$ cat config.mk
export PLATFORM = sky130hd
export DESIGN_NAME = gpu_0_command
export DESIGN_NICKNAME = d
export VERILOG_FILES = /design/src/rtl/gpu_pkg.sv /design/src/rtl/gpu_0_command.sv
export SDC_FILE = /design/constraint.sdc
export NUM_CORES = 1
export LEC_CHECK = 0
export ABC_AREA = 1
export BUFFER_PORTS_ARGS = -buffer_cell sky130_fd_sc_hd__clkbuf_2
export CORE_UTILIZATION = 25
export CTS_BUF_LIST = sky130_fd_sc_hd__clkbuf_2
export DETAILED_ROUTE_END_ITERATION = 10
export SLEW_MARGIN = 10
export SYNTH_ARGS = -nofsm -noshare
export SYNTH_HDL_FRONTEND = slang
export SYNTH_SLANG_ARGS = --single-unit
export TNS_END_PERCENT = 50
$ cat constraint.sdc
create_clock -name clk -period 2.3 [get_ports clk]
set_input_delay 0.23 -clock clk [delete_from_list [all_inputs] [get_ports clk]]
set_output_delay 0.23 -clock clk [all_outputs]
set_load 0.005 [all_outputs]
$ cat src/rtl/gpu_pkg.sv
// gpu_pkg: shared types, opcodes, header field positions and argument counts for the GPU command front end.
package gpu_pkg;
  typedef enum logic [4:0] {
    BIT_1  = 5'd1,
    BIT_2  = 5'd2,
    BIT_4  = 5'd4,
    BIT_8  = 5'd8,
    BIT_16 = 5'd16
  } CTType;
  typedef enum logic [3:0] {
    OP_NOP       = 4'h0,
    OP_SET_IMAGE = 4'h1,
    OP_SET_CT    = 4'h2,
    OP_DRAW_RECT = 4'h3,
    OP_FENCE     = 4'h4
  } opcode_t;
  typedef enum logic [1:0] {FETCH_HEADER, FETCH_ARGS, ISSUE, WAIT_IDLE} state_t;
  localparam int OP_LSB = 28;
  localparam int CT_TYPE_LSB = 16;
  localparam int CT_USE_BIT = 21;
  localparam int ARGS_SET_IMAGE = 1;
  localparam int ARGS_DRAW_RECT = 3;
  function automatic logic [1:0] arg_last(input logic [3:0] op);
    return op == OP_DRAW_RECT ? 2'(ARGS_DRAW_RECT - 1) : 2'(ARGS_SET_IMAGE - 1);
  endfunction
  function automatic logic ct_type_ok(input logic [4:0] t);
    return t == BIT_1 || t == BIT_2 || t == BIT_4 || t == BIT_8 || t == BIT_16;
  endfunction
endpackage

$ cat src/rtl/gpu_0_command.sv
// gpu_0_command: decodes the CPU command stream, holds drawing configuration and issues rectangle jobs.
module gpu_0_command
  import gpu_pkg::*;
(
  input  logic               clk,
  input  logic               rst,
  input  logic               cmd_valid,
  output logic               cmd_ready,
  input  logic [31:0]        cmd_data,
  input  logic               pipe_idle,
  output logic               se_valid,
  input  logic               se_ready,
  output logic [15:0]        se_start_x,
  output logic [15:0]        se_start_y,
  output logic [15:0]        se_width,
  output logic [15:0]        se_height,
  output logic signed [15:0] se_scale_x,
  output logic signed [15:0] se_scale_y,
  output logic               se_mirror_x,
  output logic               se_mirror_y,
  output logic [31:0]        cfg_base_address,
  output logic [15:0]        cfg_image_width,
  output logic [15:0]        cfg_ct_base_address,
  output CTType              cfg_ct_type,
  output logic               cfg_use_ct,
  output logic               busy,
  output logic               error
);
  state_t state, state_nx;
  logic [3:0] op, hdr_op;
  logic [1:0] cnt;
  logic dwell, pend_ct, pend_use_ct;
  logic [31:0] pend_base;
  logic [15:0] pend_width, pend_ct_base;
  CTType pend_ct_type;
  logic hdr_hs, arg_hs, last, degen, ct_ok, commit;
  assign hdr_op = cmd_data[31:OP_LSB];
  assign cmd_ready = rst && (state == FETCH_HEADER || state == FETCH_ARGS);
  assign hdr_hs = cmd_valid && cmd_ready && state == FETCH_HEADER;
  assign arg_hs = cmd_valid && cmd_ready && state == FETCH_ARGS;
  assign last = cnt == arg_last(op);
  // last DRAW_RECT word carries the scales; width/height are already registered
  assign degen = se_width == '0 || se_height == '0 || cmd_data[15:0] == '0 || cmd_data[31:16] == '0;
  assign ct_ok = ct_type_ok(cmd_data[CT_TYPE_LSB +: 5]);
  assign commit = state == WAIT_IDLE && dwell && pipe_idle;
  assign se_valid = state == ISSUE;
  assign busy = state != FETCH_HEADER || !pipe_idle;
  always_comb begin
    state_nx = state;
    if (hdr_hs)
      state_nx = (hdr_op == OP_SET_IMAGE || hdr_op == OP_DRAW_RECT) ? FETCH_ARGS :
                 (hdr_op == OP_SET_CT || hdr_op == OP_FENCE) ? WAIT_IDLE : FETCH_HEADER;
    if (arg_hs && last)
      state_nx = op == OP_SET_IMAGE ? WAIT_IDLE : degen ? FETCH_HEADER : ISSUE;
    if (state == ISSUE && se_ready) state_nx = FETCH_HEADER;
    if (commit) state_nx = FETCH_HEADER;
  end
  always_ff @(posedge clk or negedge rst) begin
    if (!rst) state <= FETCH_HEADER;
    else state <= state_nx;
  end
  always_ff @(posedge clk or negedge rst) begin
    if (!rst) begin
      op <= '0;
      cnt <= '0;
      dwell <= 1'b0;
      pend_ct <= 1'b0;
      pend_use_ct <= 1'b0;
      pend_base <= '0;
      pend_width <= '0;
      pend_ct_base <= '0;
      pend_ct_type <= BIT_16;
      {se_start_y, se_start_x, se_height, se_width, se_scale_y, se_scale_x} <= '0;
      {se_mirror_y, se_mirror_x} <= '0;
      cfg_base_address <= '0;
      cfg_image_width <= '0;
      cfg_ct_base_address <= '0;
      cfg_ct_type <= BIT_16;
      cfg_use_ct <= 1'b0;
      error <= 1'b0;
    end else begin
      // dwell is low in the first WAIT_IDLE cycle, masking a lagging pipe_idle
      dwell <= state == WAIT_IDLE;
      if (hdr_hs) begin
        op <= hdr_op;
        cnt <= '0;
        if (hdr_op == OP_NOP && cmd_data[0]) error <= 1'b0;
        if (hdr_op == OP_SET_IMAGE) pend_width <= cmd_data[15:0];
        if (hdr_op == OP_SET_CT) begin
          pend_ct <= ct_ok;
          pend_ct_base <= cmd_data[15:0];
          pend_use_ct <= cmd_data[CT_USE_BIT];
          pend_ct_type <= cmd_data[CT_USE_BIT] ? CTType'(cmd_data[CT_TYPE_LSB +: 5]) : BIT_16;
          if (!ct_ok) error <= 1'b1;
        end
        if (hdr_op == OP_DRAW_RECT) {se_mirror_y, se_mirror_x} <= cmd_data[1:0];
        if (hdr_op > OP_FENCE) error <= 1'b1;
      end
      if (arg_hs) begin
        cnt <= cnt + 2'd1;
        if (op == OP_SET_IMAGE) pend_base <= cmd_data;
        else if (cnt == 2'd0) {se_start_y, se_start_x} <= cmd_data;
        else if (cnt == 2'd1) {se_height, se_width} <= cmd_data;
        else {se_scale_y, se_scale_x} <= cmd_data;
        if (op == OP_DRAW_RECT && last && degen) error <= 1'b1;
      end
      if (commit && op == OP_SET_IMAGE) begin
        cfg_base_address <= pend_base;
        cfg_image_width <= pend_width;
      end
      if (commit && op == OP_SET_CT && pend_ct) begin
        cfg_ct_base_address <= pend_ct_base;
        cfg_ct_type <= pend_ct_type;
        cfg_use_ct <= pend_use_ct;
      end
    end
  end
endmodule

=== Word-level counts from Yosys, hierarchy flattened ===
Cells that the tools add are included.

* Flip-flop bits (word level): 249
* Logic and storage cells: 108
* Output and inout port bits: 172

* $add $sub $neg: 1
* Reductions and logical operators: 43
* Eq/ne operators: 17
* Mux-type cells: 19
* Order comparisons: 1
* Bitwise gates (word level): 3

{| class="wikitable"
|+ Operators by type and width
! operator !! count
|-
| $logic_not A16 Y1 || 4
|-
| $mux W2 || 11
|-
| $eq A4 B2 Y1 const B || 4
|-
| $logic_and A1 B1 Y1 || 14
|-
| $logic_or A1 B1 Y1 || 11
|-
| $eq A4 B1 Y1 const B || 2
|-
| $reduce_and A2 Y1 || 4
|-
| $reduce_and A4 Y1 || 2
|-
| $mux W1 || 7
|-
| $eq A5 B1 Y1 const B || 1
|-
| $eq A5 B2 Y1 const B || 1
|-
| $eq A5 B3 Y1 const B || 1
|-
| $eq A5 B4 Y1 const B || 1
|-
| $eq A5 B5 Y1 const B || 1
|-
| $mux W5 || 1
|-
| $eq A2 B1 Y1 const B || 2
|-
| $eq A2 B2 Y1 const B || 2
|-
| $eq A4 B3 Y1 const B || 1
|-
| $gt A4 B3 Y1 const B || 1
|-
| $logic_not A2 Y1 || 2
|-
| $logic_not A4 Y1 || 1
|-
| $reduce_bool A2 Y1 || 2
|-
| $reduce_bool A4 Y1 || 1
|-
| $not A1 Y1 || 3
|-
| other kinds (4) || 4
|}

=== Depth between registers and ports, before layout ===
Gate-level depths: netlist of run 1.

* Depth after elaboration: 11
* Gate-level depth with buffers: 11
* Depth with buffers taken out: 11

=== Worst setup path before layout of run 1 ===
OpenSTA, ideal clock, no wires.

* Path kind: register -> register
* Start point: register state[1]
* End point: register se_height[11]
* Clock period less this slack: 1.601 ns
* Data required time: 2.170 ns
* Cell stages (with the launch flop): 10
* Arrival time: 1.472 ns
* Setup time: 0.130 ns
* Slack: 0.699 ns
* Path through: dfrtp_1 > nor2_2 > nand2_1 > nor2_2 > inv_1 > nor2_2 > nand3b_2 > buf_2 > nand2_1 > o21ai_0

* Word-level cells in the longest chain between the ends: 6

{| class="wikitable"
|+ RTL lines
! element !! RTL line !! text
|-
| start: declaration || gpu_0_command.sv:29 || <nowiki>state_t state, state_nx;</nowiki>
|-
| start signal: assignment || gpu_0_command.sv:60 || <nowiki>else state <= state_nx;</nowiki>
|-
| $eq A2 B1 Y1 / $logic_not A2 Y1 (equally long branches) || gpu_0_command.sv:38 || <nowiki>assign cmd_ready = rst && (state == FETCH_HEADER || state == FETCH_ARGS);</nowiki>
|-
| $logic_or A1 B1 Y1 * || gpu_0_command.sv:38 ||
|-
| $logic_and A1 B1 Y1 * || gpu_0_command.sv:38 ||
|-
| via cmd_ready || gpu_0_command.sv:8 || <nowiki>output logic cmd_ready,</nowiki>
|-
| $logic_and A1 B1 Y1 * (2 in a row) || gpu_0_command.sv:40 || <nowiki>assign arg_hs = cmd_valid && cmd_ready && state == FETCH_ARGS;</nowiki>
|-
| $reduce_and A4 Y1 (no source line) * || -- ||
|-
| end signal: assignment || gpu_0_command.sv:103 || <nowiki>else if (cnt == 2'd1) {se_height, se_width} <= cmd_data;</nowiki>
|-
| end: declaration || gpu_0_command.sv:16 || <nowiki>output logic [15:0] se_height,</nowiki>
|}

Mark *: on every way through the listed nets, which the timed path passes. The rest lies on a longest branch.
A chain may end at the register's enable or synchronous reset.

=== Worst setup path in the final report of run 1 ===
* Start point: register state[1]
* End point: register error

* Word-level cells in the longest chain between the ends: 8

{| class="wikitable"
|+ RTL lines
! element !! RTL line !! text
|-
| $eq A2 B1 Y1 / $logic_not A2 Y1 (equally long branches) || gpu_0_command.sv:38, gpu_0_command.sv:40, gpu_0_command.sv:39 ||
|-
| $logic_or A1 B1 Y1 || gpu_0_command.sv:38 ||
|-
| $logic_and A1 B1 Y1 || gpu_0_command.sv:38 ||
|-
| $logic_and A1 B1 Y1 || gpu_0_command.sv:39, gpu_0_command.sv:40 ||
|-
| $logic_and A1 B1 Y1 || gpu_0_command.sv:39 || <nowiki>assign hdr_hs = cmd_valid && cmd_ready && state == FETCH_HEADER;</nowiki>
|-
| $mux W1 || gpu_0_command.sv:84 || <nowiki>if (hdr_hs) begin</nowiki>
|-
| $mux W1 || gpu_0_command.sv:105 || <nowiki>if (op == OP_DRAW_RECT && last && degen) error <= 1'b1;</nowiki>
|-
| $mux W1 * || gpu_0_command.sv:99 || <nowiki>if (arg_hs) begin</nowiki>
|-
| end signal: assignment || gpu_0_command.sv:87 || <nowiki>if (hdr_op == OP_NOP && cmd_data[0]) error <= 1'b0;</nowiki>
|-
| end signal: assignment || gpu_0_command.sv:97 || <nowiki>if (hdr_op > OP_FENCE) error <= 1'b1;</nowiki>
|-
| end signal: assignment || gpu_0_command.sv:105 ||
|-
| end: declaration || gpu_0_command.sv:27 || <nowiki>output logic error</nowiki>
|}

Mark *: on every way between the ends. The rest lies on a longest branch, timed or not.

==> results of run 1 <==
==> per-layer routing <==
layer  GRT usage (%)  wire length [microns]  vias to the layer above
met5               0                     10                        -
met3           4.627                   1939                       63
met1           21.76                  14290                     3800
li1                -                      -                     3851
met4           6.345                    733                        2
met2           24.78                  13880                      247
==> worst max-delay path by stage <==
stage                      endpoint  slack, ns
global route        pend_ct_type[3]      0.002
CTS                           error       0.03
detailed placement     pend_base[8]       0.32
global placement       pend_base[4]       0.33
floorplan             se_height[11]       0.70
finish                        error       0.13
==> cell families after synthesis <==
logic type,Yosys count
compound gates,189
fa+ha+maj,2
buf+inv,105
flops,249
mux,16
simple gates,433
==> power groups by stage <==
stage                     Clock, W  Sequential [W]  Combinational (W)
after global placement           0         0.00626            0.00256
final                      0.00338         0.00623            0.00267
after detailed placement         0         0.00630            0.00262
after CTS                  0.00355         0.00623            0.00272
after global routing       0.00376         0.00639            0.00310
after floorplan                  0         0.00622            0.00131
==> stage by stage <==
step / instance area (sq um) / util, % / hold slack (ns) / total power, W / std cells
4_1_cts: 12360 / 32.81 / 0.03453 / 0.01249 / 1842
5_1_grt: 12380 / 32.87 / 0.1170 / 0.01325 / 1846
6_report: 12380 / 32.88 / 0.1149 / 0.01228 / 1847
3_3_place_gp: 11270 / 29.93 / 0.4391 / 0.008822 / 1687
3_5_place_dp: 11270 / 29.93 / 0.4569 / 0.008929 / 1687
2_1_floorplan: 9572 / - / -0.06559 / 0.007526 / 994
==> worst max-delay path: cells and delay by family, from the launching register on <==
family / cells / cell delay, ns
buffers and inverters: 3 / 0.83
and+or+nand+nor: 4 / 0.63
DFF: 1 / 0.42
AOI/OAI and AO/OA: 1 / 0.19
==> synthesized netlist by cell type, types with 2 or more instances <==
library cell,n
a21oi_1,2
buf_1,3
buf_2,7
clkbuf_1,38
dfrtp_1,247
dfstp_2,2
ha_1,2
inv_1,56
mux2_1,4
mux2_2,12
nand2_1,313
nand2_2,2
nand3_1,61
nand4_1,5
nor2_1,44
nor2_2,4
o21ai_0,167
o21ai_1,13
o22ai_1,4
==> area by class of cell <==
cell class,instances,share of cell area (%)
tap,511,5.163
clock buffer,97,3.920
clock inverter,14,1.283
antenna,5,0.1010
multi-input combinational,640,23.87
sequential,249,50.34
timing repair buffer,274,13.60
inverter,57,1.728
==> sequential cells by signal, summed over array words and instances, names as in the netlist, 2 cells and up <==
register and cells:
state 2, cfg_base_address 32, pend_ct_base 16, se_height 16, pend_base 32, pend_ct_type 5
se_start_x 16, cfg_ct_base_address 16, cfg_ct_type 5, se_start_y 16, pend_width 16, op 4
cfg_image_width 16, se_scale_x 16, cnt 2, se_scale_y 16, se_width 16
==> timing repair <==
| action | CTS | global route |
|---|---|---|
| gates resized for setup | 0 | 6 |
| setup buffers | 0 | 0 |
| endpoints found under the hold margin | 367 | 0 |
| endpoints found under the setup margin | 0 | 3 |
| hold buffers | 44 | 0 |
==> out/metrics.yaml, run 1 <==
timing:
  tns_ns: 0
  period_share_pct: 94.46
  timing.fmax_mhz: 460.3
  slew-limit-headroom_pct: 44.80
  finalClockSkew_ns: 0.08434
  drv_slew: 0
  layout_setup_ws_ns: 0.1274
  tightest_slew_ns: 0.8280
  setup_viol: 0
  min_period_ns: 2.173
  rsz0062_at_grt: "false"
  hold_viol_final: 0
grt:
  overflow: 0
  antenna_found_initial: 6
  grt_pass1_wl_microns: 47500
  grt_pass1_vias: 7917
  grt_max_degree: 139
  grtUsageTotal_pct: 16.27
cts:
  cts_tree: "yes"
  clkSlewWorstSetupHoldPaths_ns: 0.10
  clock_path_buffers: 3
  cts_root_buf: "clkbuf_2"
  clock-sinks: 249
  clk_latency_ns: 0.82
  h-tree-depth: 3
  numCtsBuffers: 67
worst_setup_path:
  cp_max_fo: 7
  crit_path_start: "state[1]"
  cp.required_ns: 3.00
  cp_common_cell: "nor2_2"
  reg2reg_depth: 8
  cpMaxStageDelayCell: "dlygate4sd3_1"
  rr_startpoint: "state[1]"
  r2r_setup_slack_ns: 0.13
  cpPeakStageDelay_ns: 0.56
  worstSetupEndpointType: "flop"
  cp-start-kind: "flop"
  cp_cell_sequence: "nor2_2, nand2_1, nor2_2, buf_4, inv_1, o31ai_1, nand3_1, dlygate4sd3_1"
  arrival_ns: 2.87
  crit_type: "flop to flop"
  r2r_end: "error"
pwr:
  power_density_nw_per_um2: 991.7
  p_leak_nw: 6.651
  worst_ir_drop_vdd_mv: 0.3920
  p_int_w: 0.008232
  switching_power_w: 0.004048
  p_sw_share_pct: 32.96
  seqPwrFrac_pct: 50.8
  p_comb_share_pct: 21.7
  clkPwrFrac_pct: 27.5
placed_design:
  hpwl_microns: 21140
  dpl_worst_slack_ns: 0.3225
  gp_congestion: 0.7976
  io_buffers: 208
synthesis:
  yosys-top-cells-area: "dfrtp_1, nand2_1, o21ai_0, nand3_1, inv_1"
  synth-simple-area-share_pct: 18.52
  synthCells: 994
  synth_top_family_by_area: "simple AND/OR/NAND/NOR gates"
  yosysSeqAreaShare_pct: 65.12
  synthAdderAreaFrac_pct: 0.2614
  synthArstFlopShare_pct: 100.0
  syn_area_per_cell_sq_um: 9.629
  synth_top_cell_area_share_pct: 64.58
  yosysTopAreaCell: "dfrtp_1"
  synth_ff_type: "dfrtp_1"
  synthMuxAreaShare_pct: 1.882
  synth_area_sq_um: 9572
  ys_ff_latch: 249
  syn_nets: 1033
  ys_warn_count: 0
  synth_edf_count: 0
  synthXorXnorAreaFrac_pct: 0
  synthDistinctLibCells: 27
  synth_compound_area_share_pct: 10.00
layout:
  multi_input_area_sq_um: 2955
  nFillCells: 4059
  drive_gt1_share_pct: 27.27
  final_common_cell: "nand2_1"
  syn_to_final_growth_pct: 29.37
  seqCellArea_sq_um: 6233
  mostFrequentLayoutCells: "nand2_1, clkbuf_2, dfrtp_1"
  finalNetCount: 1328
drt:
  wl_microns: 30850
  drt-pass1-iter-count: 5
  drc_errors: 0
  dr_total_vias: 7963
  ant_nets: 0
  drt_iter0_markers: 480
  viasPerCell: 4.311
  wire_per_inst_microns: 16.70
floorplan:
  fp.coreArea_sq_um: 37670
  die_w_microns: 197.7
  io_pins: 209
  fp.dieH_microns: 197.7
  start_util_pct: 25.41
  die_area_sq_um: 39070
  rows: 71
outcome:
  status: "completed"
run:
  maxCapViolations: 0
worst_hold_path:
  hp-class: "primary input to async pin"
Note: power is estimated with default switching activity, not from simulation.
==> run 2, diff against run 1 <==
SETUP_SLACK_MARGIN = 0.2   (was not set)
==> out/metrics.yaml, run 2 (same netlist as run 1, synthesis figures left out) <==
timing:
  timing.fmax_mhz: 499.4
  rsz0062_at_grt: "true"
  layout_setup_ws_ns: 0.2978
  hold_viol_final: 0
  tns_ns: 0
  min_period_ns: 2.002
  tightest_slew_ns: 0.8253
  slew-limit-headroom_pct: 44.98
  setup_viol: 0
  drv_slew: 0
  period_share_pct: 87.05
  finalClockSkew_ns: 0.08768
cts:
  clock-sinks: 249
  clk_latency_ns: 0.83
  numCtsBuffers: 67
  h-tree-depth: 3
  clkSlewWorstSetupHoldPaths_ns: 0.10
  clock_path_buffers: 3
  cts_root_buf: "clkbuf_2"
  postCtsSetupRepairBufs: 0
  cts_tree: "yes"
grt:
  antenna_found_initial: 6
  overflow: 0
  grtUsageTotal_pct: 16.25
  grt_pass1_vias: 7896
  grt_max_degree: 139
  grt_pass1_wl_microns: 47430
floorplan:
  io_pins: 209
  fp.coreArea_sq_um: 37670
  start_util_pct: 25.41
  rows: 71
  die_area_sq_um: 39070
  fp.dieH_microns: 197.7
  die_w_microns: 197.7
drt:
  drc_errors: 0
  ant_nets: 0
  dr_total_vias: 7907
  wl_microns: 30770
  drt_iter0_markers: 508
  wire_per_inst_microns: 16.68
  viasPerCell: 4.288
  drt-pass1-iter-count: 5
worst_setup_path:
  crit_path_start: "state[0]"
  rr_startpoint: "state[0]"
  r2r_setup_slack_ns: 0.30
  cp_max_fo: 6
  cp.required_ns: 2.97
  cp-endpoint: "state[0]"
  crit_type: "flop to flop"
  worstSetupEndpointType: "flop"
  reg2reg_depth: 7
  cp-start-kind: "flop"
  r2r_end: "state[0]"
  arrival_ns: 2.67
layout:
  finalNetCount: 1325
  syn_to_final_growth_pct: 28.99
  drive_gt1_share_pct: 27.03
  mostFrequentLayoutCells: "nand2_1, clkbuf_2, dfrtp_1"
  fin_util_pct: 32.78
  fin_cells: 1844
  nFillCells: 4066
  top_regs: "cfg_base_address: 32 flops, pend_base: 32 flops"
  final_common_cell: "nand2_1"
run:
  maxCapViolations: 0
pwr:
  p_leak_nw: 6.632
  worst_ir_drop_vdd_mv: 0.3954
  power_density_nw_per_um2: 992.5
placed_design:
  hpwl_microns: 21140
  dp_cells: 1687
  dpl_worst_slack_ns: 0.3225
  io_buffers: 208
  gp_congestion: 0.7976
worst_hold_path:
  hp-class: "primary input to async pin"
outcome:
  status: "completed"
==> run 2: cell types whose count changed in the layout (fill, tap and decap cells not counted) <==
cell,before,now
inv_2,2,1
inv_1,55,56
nor2_2,7,4
nor2_1,40,43
buf_4,20,19
dlymetal6s4s_1,1,0
buf_6,0,1
dlygate4sd3_1,43,41
==> run 2: area by class of cell <==
class,instances,area [sq um],share of cell area [%]
antenna,5,12.51,0.1013
clock inverter,14,158.9,1.287
tap,511,639.4,5.178
sequential,249,6233,50.49
timing repair buffer,271,1655,13.41
multi-input combinational,640,2948,23.88
inverter,57,214.0,1.733
clock buffer,97,485.5,3.932
==> run 2: stage by stage <==
step	hold slack [ns]	power, W	area [sq um]
after floorplan	-0.06559	0.007526	9572
after global placement	0.4391	0.008822	11270
after detailed placement	0.4569	0.008929	11270
after CTS	0.03453	0.01247	12330
after global routing	0.1170	0.01321	12340
final	0.1209	0.01225	12350
==> run 2: worst max-delay path: stages (launching register included) <==
cell	delay [ns]
dfrtp_1	0.45
nor2_1	0.28
nand2_1	0.15
o21ai_0	0.16
dlygate4sd3_1	0.61
nor3_1	0.06
nand2_1	0.07
o21ai_0	0.08
==> run 2: how the worst min path moves through the flow <==
stage	start	to	slack (ns)	cells after the start
after floorplan	rst	cfg_base_address[0]	-0.07	0
after global placement	rst	pend_base[12]	0.44	2
after detailed placement	rst	pend_width[15]	0.46	2
after CTS	pipe_idle	state[0]	0.03	5
after global routing	rst	cfg_base_address[15]	0.12	3
final	rst	cfg_base_address[15]	0.12	3
==> run 2: layer usage <==
| layer | wire length [microns] | up-vias | global-route usage, % | part of all wire, % |
|---|---|---|---|---|
| li1 | - | 3840 | - | - |
| met1 | 14190 | 3765 | 21.74 | 46 |
| met2 | 13900 | 238 | 24.74 | 45 |
| met3 | 1930 | 62 | 4.627 | 6.3 |
| met4 | 739 | 2 | 6.345 | 2.4 |
| met5 | 10 | - | 0 | 0.033 |
==> run 2: timing repair <==
item                                   4_1_cts  5_1_grt
setup endpoints to repair                    0       37
endpoints found under the hold margin      367        0
hold buffers                                41        0
resized for setup                            0        2
==> run 2: power breakdown <==
part	total [W]	leakage, nW	switching [W]	internal [W]
clock	0.00339	0.477	0.00183	0.00156
sequential	0.00623	3.35	0.000699	0.00553
combinational	0.00264	2.81	0.00152	0.00112
